`src/rtl/mem_arb_pkg.sv`:
```
// ============================================================================
// Module   : mem_arb_pkg
// Purpose  : Shared funct3 codes, response record and access checker for the
//            instruction/data memory port arbiter.
// Revision : 1.0 - initial release
// ============================================================================
`default_nettype none

package mem_arb_pkg;

   localparam logic [2:0] F3_B  = 3'b000;
   localparam logic [2:0] F3_H  = 3'b001;
   localparam logic [2:0] F3_W  = 3'b010;
   localparam logic [2:0] F3_BU = 3'b100;
   localparam logic [2:0] F3_HU = 3'b101;

   localparam logic SRC_IF = 1'b0;
   localparam logic SRC_D  = 1'b1;

   typedef struct packed {
      logic       src;
      logic [2:0] f3;
      logic [1:0] off;
      logic       err;
      logic       valid;
   } resp_t;

   // Unsigned widths only exist for loads, so they are illegal for stores.
   function automatic logic access_err(input logic       we,
                                       input logic [2:0] f3,
                                       input logic [1:0] off);
      logic err;
      case (f3)
         F3_B:    err = 1'b0;
         F3_BU:   err = we;
         F3_H:    err = off[0];
         F3_HU:   err = we | off[0];
         F3_W:    err = (off != 2'b00);
         default: err = 1'b1;
      endcase
      return err;
   endfunction

endpackage

`default_nettype wire

```
`src/rtl/load_align.sv`:
```
// ============================================================================
// Module   : load_align
// Purpose  : Extracts the addressed byte/halfword/word lane of a RAM word and
//            sign- or zero-extends it according to funct3.
// Revision : 1.0 - initial release
// ============================================================================
`default_nettype none

module load_align
   import mem_arb_pkg::*;
(
   input  logic [31:0] ram_dout,
   input  logic [2:0]  f3,
   input  logic [1:0]  off,
   output logic [31:0] rdata
);

   logic [31:0] w_shifted;

   assign w_shifted = ram_dout >> {off, 3'b000};

   always_comb begin
      rdata = w_shifted;
      case (f3)
         F3_B:    rdata = {{24{w_shifted[7]}}, w_shifted[7:0]};
         F3_BU:   rdata = {24'h0, w_shifted[7:0]};
         F3_H:    rdata = {{16{w_shifted[15]}}, w_shifted[15:0]};
         F3_HU:   rdata = {16'h0, w_shifted[15:0]};
         default: rdata = w_shifted;
      endcase
   end

endmodule

`default_nettype wire

```
`src/rtl/mem_port_arbiter.sv`:
```
// ============================================================================
// Module   : mem_port_arbiter
// Purpose  : Shares one byte-writable word RAM between fetch and load/store
//            ports; optional grant statistics under MEM_ARB_STATS_EN.
// Revision : 1.0 - initial release
// ============================================================================
`default_nettype none

module mem_port_arbiter
   import mem_arb_pkg::*;
#(
   parameter int ADDR_W     = 16,
   parameter int STARVE_MAX = 4
) (
   input  logic              clk,
   input  logic              rst,
   input  logic              if_req,
   input  logic [31:0]       if_addr,
   output logic              if_gnt,
   output logic              if_rvalid,
   output logic [31:0]       if_rdata,
   input  logic              d_req,
   input  logic              d_we,
   input  logic [2:0]        d_funct3,
   input  logic [31:0]       d_addr,
   input  logic [31:0]       d_wdata,
   output logic              d_gnt,
   output logic              d_rvalid,
   output logic [31:0]       d_rdata,
   output logic              d_err,
`ifdef MEM_ARB_STATS_EN
   output logic [31:0]       stat_if_gnt,
   output logic [31:0]       stat_d_gnt,
   output logic [31:0]       stat_conflict,
`endif
   output logic [ADDR_W-1:0] ram_addr,
   output logic              ram_read,
   output logic [3:0]        ram_write,
   output logic [31:0]       ram_din,
   input  logic [31:0]       ram_dout
);

   localparam logic [3:0] C_STARVE_MAX = 4'(STARVE_MAX);

   logic [3:0]  r_starve_cnt;
   resp_t       r_resp;
   logic        r_store;
   logic        w_d_err;
   logic [1:0]  w_d_off;
   logic [31:0] w_ld_data;
   logic        w_unused;

   assign w_d_off  = d_addr[1:0];
   assign w_d_err  = access_err(d_we, d_funct3, w_d_off);
   assign if_gnt   = if_req & (~d_req | (r_starve_cnt == C_STARVE_MAX));
   assign d_gnt    = d_req & ~if_gnt;
   assign w_unused = ^{if_addr, d_addr};

   always_comb begin
      ram_addr  = '0;
      ram_read  = 1'b0;
      ram_write = 4'b0000;
      ram_din   = 32'h0;
      if (if_gnt) begin
         ram_addr = if_addr[ADDR_W+1:2];
         ram_read = 1'b1;
      end else if (d_gnt && !w_d_err) begin
         ram_addr = d_addr[ADDR_W+1:2];
         if (!d_we) begin
            ram_read = 1'b1;
         end else begin
            case (d_funct3)
               F3_B: begin
                  ram_write = 4'b0001 << w_d_off;
                  ram_din   = {4{d_wdata[7:0]}};
               end
               F3_H: begin
                  ram_write = 4'b0011 << w_d_off;
                  ram_din   = {2{d_wdata[15:0]}};
               end
               default: begin
                  ram_write = 4'b1111;
                  ram_din   = d_wdata;
               end
            endcase
         end
      end
   end

   always_ff @(posedge clk or posedge rst) begin
      if (rst) begin
         r_starve_cnt <= 4'd0;
         r_resp       <= '0;
         r_store      <= 1'b0;
      end else begin
         if (!if_req || if_gnt)
            r_starve_cnt <= 4'd0;
         else if (r_starve_cnt != C_STARVE_MAX)
            r_starve_cnt <= r_starve_cnt + 4'd1;

         r_resp.valid <= if_gnt | d_gnt;
         r_resp.src   <= if_gnt ? SRC_IF : SRC_D;
         r_resp.f3    <= d_funct3;
         r_resp.off   <= w_d_off;
         r_resp.err   <= d_gnt & w_d_err;
         r_store      <= d_gnt & d_we;
      end
   end

   load_align u_load_align (
      .ram_dout (ram_dout),
      .f3       (r_resp.f3),
      .off      (r_resp.off),
      .rdata    (w_ld_data)
   );

   // Read data is forced to zero outside a valid load so stale RAM output never leaks.
   assign if_rvalid = r_resp.valid & (r_resp.src == SRC_IF);
   assign if_rdata  = if_rvalid ? ram_dout : 32'h0;
   assign d_rvalid  = r_resp.valid & (r_resp.src == SRC_D);
   assign d_err     = d_rvalid & r_resp.err;
   assign d_rdata   = (d_rvalid && !r_resp.err && !r_store) ? w_ld_data : 32'h0;

`ifdef MEM_ARB_STATS_EN
   always_ff @(posedge clk or posedge rst) begin
      if (rst) begin
         stat_if_gnt   <= 32'h0;
         stat_d_gnt    <= 32'h0;
         stat_conflict <= 32'h0;
      end else begin
         if (if_gnt)
            stat_if_gnt <= stat_if_gnt + 32'd1;
         if (d_gnt)
            stat_d_gnt <= stat_d_gnt + 32'd1;
         if (if_req && d_req)
            stat_conflict <= stat_conflict + 32'd1;
      end
   end
`endif

endmodule

`default_nettype wire
```
`config.mk`:
```
export PLATFORM = sky130hd
export DESIGN_NAME = mem_port_arbiter
export DESIGN_NICKNAME = d
export VERILOG_FILES = /design/src/rtl/mem_arb_pkg.sv /design/src/rtl/load_align.sv /design/src/rtl/mem_port_arbiter.sv
export SDC_FILE = /design/constraint.sdc
export NUM_CORES = 1
export LEC_CHECK = 0
export ABC_CLOCK_PERIOD_IN_PS = 1800
export BUFFER_PORTS_ARGS = -buffer_cell sky130_fd_sc_hd__buf_2
export CORE_AREA = 2 2 99 101
export DETAILED_ROUTE_END_ITERATION = 10
export DIE_AREA = 0 0 101 103
export MAX_ROUTING_LAYER = met4
export PLACE_DENSITY_LB_ADDON = 0.25
export SYNTH_ARGS = -nofsm -noshare
export SYNTH_HDL_FRONTEND = slang
export SYNTH_SLANG_ARGS = --single-unit
```
`constraint.sdc`:
```
create_clock -name clk -period 1.8 [get_ports clk]
set_input_delay 0.09 -clock clk [delete_from_list [all_inputs] [get_ports clk]]
set_output_delay 0.09 -clock clk [all_outputs]
set_load 0.1 [all_outputs]
```
==> Flow_metrics.wiki, run 1 <==
{| class="wikitable"
! Metric !! Value
|-
| Via count || 3546
|-
| Placement row count || 36
|-
| Clock latency reported for the late side of the worst-skew pair || 250 ps
|-
| Slowest stage cell on the critical path || dfrtp_1
|-
| Antenna-violating nets left || 0
|-
| Total wire length || 13400 um
|-
| Category of the worst setup path capture point || output pin
|-
| Number of buffers inserted during clock tree synthesis || 3
|-
| Part of the Yosys area used for sequential elements || 0.150
|-
| DP Wirelength || 9700 um
|-
| Total power density per cell area || 432 nW/um^2
|-
| Count of buffers from port buffering || 227
|-
| Placed Instance Area || 6400 sq um
|-
| Pre-Repair DR Iteration Count || 4
|-
| Number of I/O pins || 258
|-
| Multi-input combinational cell area || 2800 sq um
|-
| First-pass GRT wire length || 20200 um
|-
| Layout fillers || 593
|-
| Share of post-route cells with drive strength above 1 || 0.739
|-
| DRC viols || 0
|-
| Leakage || 2.94 nW
|-
| CTS root buffer || clkbuf_8
|-
| Commonest register cell after synthesis || dfrtp_1
|-
| Cell with the most instances after synthesis || and2_1
|-
| Mapped cell area || 2180 sq um
|-
| Area delta synth->final || 221%
|-
| Worst setup skew after layout || 1.05 ps
|-
| Largest voltage drop on the vdd net || 368 uV
|-
| Total power consumption of the routed design || 3.02 mW
|-
| Initial standard-cell utilization of the core || 0.230
|-
| EDFF count, synth || 0
|-
| Final hold violations || 0
|-
| Yosys top cell by area || dfrtp_1
|-
| Critical path startpoint category || register
|-
| CP Cell Sequence || inv_2 > ha_4 > nand3b_1 > o21a_4 > buf_6 > and2_4 > buf_16 > a22o_4 > buf_12
|-
| Status || complete, but fails checks
|-
| Mapped Avg Cell Area || 6.95 sq um
|-
| Synthesis warning total || 0
|-
| Antenna violations before repair || 0
|-
| Diode count || 0
|-
| Min-Delay Path Class || input pin to register
|-
| Final design utilization || 0.739
|-
| Max incr delay on CP || 390 ps
|-
| Worst hold path cell count || 1
|-
| Post-layout minimum cycle time || 2150 ps
|-
| GR Util All Layers || 0.258
|-
| Chip Height || 103 um
|-
| Maximum achievable frequency || 464 MHz
|-
| Clock edge transition at the registers on the reported setup and hold paths || 60 ps
|-
| Yosys top cell area share || 0.150
|-
| Core area || 9460 sq um
|-
| Routability congestion estimate || 0.826
|-
| Die width || 101 um
|-
| Commonest cells in the netlist || and2_1 (48), a21oi_1 (29), nor2_1 (28)
|-
| # H-tree levels || 1
|-
| Top cells by area in the synthesized netlist || dfrtp_1 (15%), and2_1 (14%), mux2i_1 (11%), a211oi_1 (7.6%), a21oi_1 (6.7%)
|-
| Endpoint arrival time on the critical path || 2060 ps
|-
| Slew at the pin with the worst max-slew slack || 610 ps
|-
| Violated checks || setup timing
|-
| Post-layout instance area || 6990 sq um
|-
| RSZ-0062 raised after global routing || yes
|-
| Peak fanout along the critical path || 8
|-
| Final slew viol count || 0
|-
| Final number of setup-violating endpoints || 78
|-
| Vias in the first global route || 3819
|-
| Number of different library cells in the post-synthesis netlist || 40
|-
| Final net count || 714
|-
| Flop-to-flop setup slack || 170 ps
|-
| Remaining global-route overflow || 0
|-
| Post-detailed-route via-to-cell ratio || 5.15
|-
| Number of sinks handled by clock tree synthesis || 13
|-
| Category of the critical setup timing path || register to output pin
|-
| Async set-or-reset flop fraction in the synthesized netlist || 1.00
|-
| Post-synthesis register bit count || 13
|-
| Clock buffer depth || 2
|-
| Largest net degree at the start of global routing || 34
|-
| Syn_nets || 451
|-
| Synth Instances || 313
|-
| Worst endpoint required time || 1710 ps
|-
| Final Cycle Share || 1.20
|-
| DRC violation total after the first TritonRoute iteration || 79
|-
| TritonCTS clock tree || done
|-
| Worst-case setup margin in the final layout || -354 ps
|-
| Wirelength per Cell || 19.4 um
|-
| Max_slew headroom || 0.589
|-
| Die area || 10400 sq um
|-
| Cell count of the worst reg-to-reg path || 10
|-
| Register Area || 328 sq um
|-
| Max Cap Viol || 0
|}
==> path summary, 6_finish.rpt <==
| check | start | to |
|---|---|---|
| max in group asynchronous | rst | r_resp[3]$_DFF_PP0_ |
| worst min register to register | r_starve_cnt[0]$_DFFE_PP0P_ | r_starve_cnt[0]$_DFFE_PP0P_ |
| worst max register to register | r_starve_cnt[1]$_DFFE_PP0P_ | r_resp[7]$_DFF_PP0_ |
| min in group asynchronous | rst | r_resp[7]$_DFF_PP0_ |
| worst min-delay path | d_funct3[1] | r_resp[5]$_DFF_PP0_ |
| worst max-delay path | r_starve_cnt[1]$_DFFE_PP0P_ | ram_addr[13] |
==> worst max-delay path, delay by kind of cell (launching register included) <==
family                   cells  cell delay (ps)
buffers and inverters        4              520
AO/OA/AOI/OAI                2              470
flip-flops                   1              390
AND/OR/NAND/NOR              2              270
adder cells (fa/ha/maj)      1              140
==> through the flow <==
step	instances	TNS, ps	hold slack, ps	setup WS (ps)
floorplan	313	-24070	-33.0	-546
finish	689	-22330	31.5	-354
CTS	691	-19570	29.2	-336
detailed placement	664	-2200	134	-120
global placement	664	-925	112	-74.9
global route	689	-26980	21.4	-412
==> state kept, by name, indices dropped and copies added (netlist names) <==
register,cells
r_resp,8
r_starve_cnt,4
r_store,1
==> timing repair <==
action	in CTS	in global routing
gates resized for setup	36	35
cloned	7	1
pin swaps	10	11
hold endpoints to repair	13	0
hold buffers	1	0
setup endpoints to repair	84	88
buffers inserted	17	6
==> per-layer routing <==
layer / part of all wire / vias up / global-route usage
met5: 0 / - / -
li1: - / 1623 / -
met4: 0.022 / 0 / 0.0655
met1: 0.35 / 1696 / 0.275
met2: 0.56 / 204 / 0.497
met3: 0.071 / 23 / 0.0393
==> cell usage in the layout, fill, tap and decap left out, types with 13 or more instances in the layout <==
cell type    n
buf_12     131
nand2_1     26
buf_4       27
mux2i_1     16
a211oi_4    15
buf_6       13
buf_2      107
and2_1      30
a21oi_4     27
and2_4      18
a22o_4      16
nor2_1      24
==> cells by family after synthesis <==
family          count (synthesis)  synth area share
simple gates                  128             0.311
compound gates                107             0.335
buf+inv                        35            0.0644
mux                            26             0.121
flops                          13             0.150
xor+xnor                        2           0.00805
fa+ha+maj                       2            0.0115
==> power breakdown <==
group	leakage (nW)	switching (mW)	internal, mW
sequential	0.157	0.0158	0.306
combinational	2.75	1.51	0.915
clock	0.0255	0.115	0.153
total	2.94	1.64	1.37
==> area by class of cell <==
cell class	count	area share
Timing Repair Buffer	284	0.521
Multi-Input combinational cell	265	0.401
Sequential cell	13	0.0469
Tap cell	114	0.0204
Clock buffer	3	0.00591
Inverter	9	0.00483
Clock inverter	1	0.000716
No activity file was read; power rests on OpenSTA's default activity.
==> run 2: changes to the inputs <==
- SETUP_SLACK_MARGIN: not set -> 0.15
==> Flow_metrics.wiki, run 2 (synthesized netlist as in run 1, its figures left out) <==
{| class="wikitable"
! Metric !! Value
|-
| Slowest stage cell on the critical path || dfrtp_1
|-
| Final number of setup-violating endpoints || 108 (+38%)
|-
| Maximum achievable frequency || 459 MHz (-1.1%)
|-
| Clock latency reported for the late side of the worst-skew pair || 250 ps (about the same)
|-
| Post-layout minimum cycle time || 2180 ps (+23.0 ps)
|-
| Largest net degree at the start of global routing || 27 (-21%)
|-
| Number of placed instances, taps included || 663 (-0.15%)
|-
| Critical path startpoint category || register
|-
| Net load switching power || 1.67 mW (+1.5%)
|-
| DRC viols || 0 (unchanged)
|-
| Number of flip-flops in the largest register || 8 (unchanged)
|-
| Proportion of power drawn by flip-flops and latches || 0.103 (-0.004)
|-
| Top library cells by usage in the layout, fill and taps aside || buf_12 (134), buf_2 (107), and2_4 (39), a21oi_4 (27), nand2_1 (26)
|-
| Placement row count || 36 (unchanged)
|-
| Worst endpoint required time || 1710 ps (about the same)
|-
| Flop-to-flop setup slack || 340 ps (+170 ps)
|-
| Routability congestion estimate || 0.814 (-1.5%)
|-
| Slew at the pin with the worst max-slew slack || 617 ps (+6.55 ps)
|-
| Post-detailed-route via-to-cell ratio || 5.22 (+1.4%)
|-
| Final hold violations || 0 (unchanged)
|-
| Wirelength per Cell || 19.8 um (+1.6%)
|-
| Antenna-violating nets left || 0 (unchanged)
|-
| CP Cell Sequence || nand4bb_4 > or3_4 > a2111o_2 > buf_6 > o21ai_4 > buf_12
|-
| Clock edge transition at the registers on the reported setup and hold paths || 60 ps (about the same)
|-
| Max incr delay on CP || 380 ps (about the same)
|-
| Initial standard-cell utilization of the core || 0.230 (unchanged)
|-
| Min-Delay Path Class || input pin to register
|-
| Post-layout instance area || 7310 sq um (+4.6%)
|-
| RSZ-0062 raised after global routing || yes
|-
| Max_slew headroom || 0.584 (-0.00441)
|-
| Share of post-route cells with drive strength above 1 || 0.792 (+0.0527)
|-
| Switching portion of total power || 0.537 (-0.00787)
|-
| GR Util All Layers || 0.244 (-0.0138)
|-
| # H-tree levels || 1 (unchanged)
|-
| DP Wirelength || 9340 um (-3.8%)
|-
| Total power consumption of the routed design || 3.11 mW (+3.0%)
|-
| Die width || 101 um (unchanged)
|-
| Clock network fraction of design power || 0.086 (-0.003)
|-
| TritonCTS clock tree || done
|-
| Core area || 9460 sq um (unchanged)
|-
| DRC violation total after the first TritonRoute iteration || 132 (+67%)
|-
| Worst-case setup margin in the final layout || -377 ps (-23.0 ps)
|-
| Final slew viol count || 0 (unchanged)
|-
| First-pass GRT wire length || 19600 um (-3.2%)
|-
| Number of cells in the finished layout apart from fillers || 700 (+1.6%)
|-
| Status || complete, but fails checks
|-
| Total power density per cell area || 425 nW/um^2 (-1.5%)
|-
| Peak fanout along the critical path || 5 (-3)
|-
| Category of the critical setup timing path || register to output pin
|-
| Leakage || 3.09 nW (+5.3%)
|-
| Number of sinks handled by clock tree synthesis || 13 (unchanged)
|-
| Count of buffers from port buffering || 227 (unchanged)
|-
| Total wire length || 13800 um (+3.3%)
|-
| Via count || 3654 (+3.0%)
|-
| Die area || 10400 sq um (unchanged)
|-
| Final net count || 725 (+1.5%)
|-
| Remaining global-route overflow || 0 (unchanged)
|-
| Max Cap Viol || 0 (unchanged)
|-
| Vias in the first global route || 3829 (+0.26%)
|-
| Chip Height || 103 um (unchanged)
|-
| Worst setup skew after layout || 1.83 ps (+0.786 ps)
|-
| Register with the most flip-flops || r_resp
|-
| Number of I/O pins || 258 (unchanged)
|-
| CTS root buffer || clkbuf_8
|-
| Biggest registers after layout || r_resp: 8 flops, r_starve_cnt: 4 flops, r_store: 1 flops
|-
| Final Cycle Share || 1.21 (+0.0128)
|-
| Category of the worst setup path capture point || output pin
|-
| Number of buffers inserted during clock tree synthesis || 3 (unchanged)
|-
| Layout fillers || 534 (-9.9%)
|-
| Part of the total power dissipated in combinational logic || 0.810 (+0.005)
|-
| Clock buffer depth || 2 (unchanged)
|-
| Largest voltage drop on the vdd net || 306 uV (-17%)
|-
| Endpoint arrival time on the critical path || 2090 ps (+30 ps)
|-
| Placed Instance Area || 6420 sq um (+0.39%)
|-
| Violated checks || setup timing
|-
| Aggregate negative setup slack || -19660 ps (+2670 ps)
|-
| Most common library cell in the layout ignoring fill and taps || buf_12
|-
| Area delta synth->final || 236%
|-
| Diode count || 0 (unchanged)
|-
| Pre-Repair DR Iteration Count || 4 (unchanged)
|-
| Worst slack on hold paths || 19.3 ps (-12.2 ps)
|-
| Antenna violations before repair || 0 (unchanged)
|-
| Total internal power || 1.44 mW (+4.8%)
|}
## run 2: repair_timing
item,4_1_cts,5_1_grt
buffers inserted,13,9
hold endpoints to repair,14,0
setup endpoints to repair,120,120
resized for setup,77,38
pin swaps,19,16
gates cloned,5,4
hold buffers,2,0
## run 2: final timing paths
kind / cells after the start / start / end
worst min register to register: 2 / r_starve_cnt[0]$_DFFE_PP0P_ / r_starve_cnt[0]$_DFFE_PP0P_
worst max register to register: 7 / r_starve_cnt[0]$_DFFE_PP0P_ / r_resp[7]$_DFF_PP0_
worst max-delay path: 6 / r_store$_DFF_PP0_ / d_rdata[17]
min in group asynchronous: 3 / rst / r_store$_DFF_PP0_
max in group asynchronous: 3 / rst / r_resp[3]$_DFF_PP0_
worst min-delay path: 1 / d_funct3[1] / r_resp[5]$_DFF_PP0_
## run 2: area by class of cell
type / count / area [sq um] / share of cell area
clock buffer: 3 / 41.3 / 0.00565
clock inverter: 1 / 5.00 / 0.000684
inverter: 9 / 33.8 / 0.00462
multi-input combinational: 265 / 2880 / 0.394
sequential: 13 / 329 / 0.0450
tap: 114 / 143 / 0.0195
timing repair buffer: 295 / 3880 / 0.531
## run 2: critical path: cells and delay by family (launching register included)
kind / cells / cell delay (ps)
AO/OA/AOI/OAI: 2 / 470
buffers and inverters: 2 / 370
AND/OR/NAND/NOR: 2 / 610
flip-flops: 1 / 380
## run 2: power groups by stage
stage | Combinational [mW] | Sequential, mW | Clock [mW]
6_report | 2.52 | 0.321 | 0.268
3_3_place_gp | 2.24 | 0.321 | 0
5_1_grt | 2.59 | 0.322 | 0.289
2_1_floorplan | 1.46 | 0.317 | 0
3_5_place_dp | 2.27 | 0.322 | 0
4_1_cts | 2.42 | 0.319 | 0.263
## run 2: per-layer routing
layer | vias to the layer above | routed length, um | global-route usage
met1 | 1810 | 5110 | 0.265
met4 | 0 | 210 | 0.0572
met3 | 19 | 785 | 0.0434
li1 | 1645 | - | -
met5 | - | 0 | -
met2 | 180 | 7730 | 0.462
## run 2: per-stage QoR
stage	utilization	worst slack, ps
2_1_floorplan	-	-546
3_3_place_gp	0.679	-247
3_5_place_dp	0.679	-275
4_1_cts	0.743	-349
5_1_grt	0.773	-415
6_report	0.773	-377
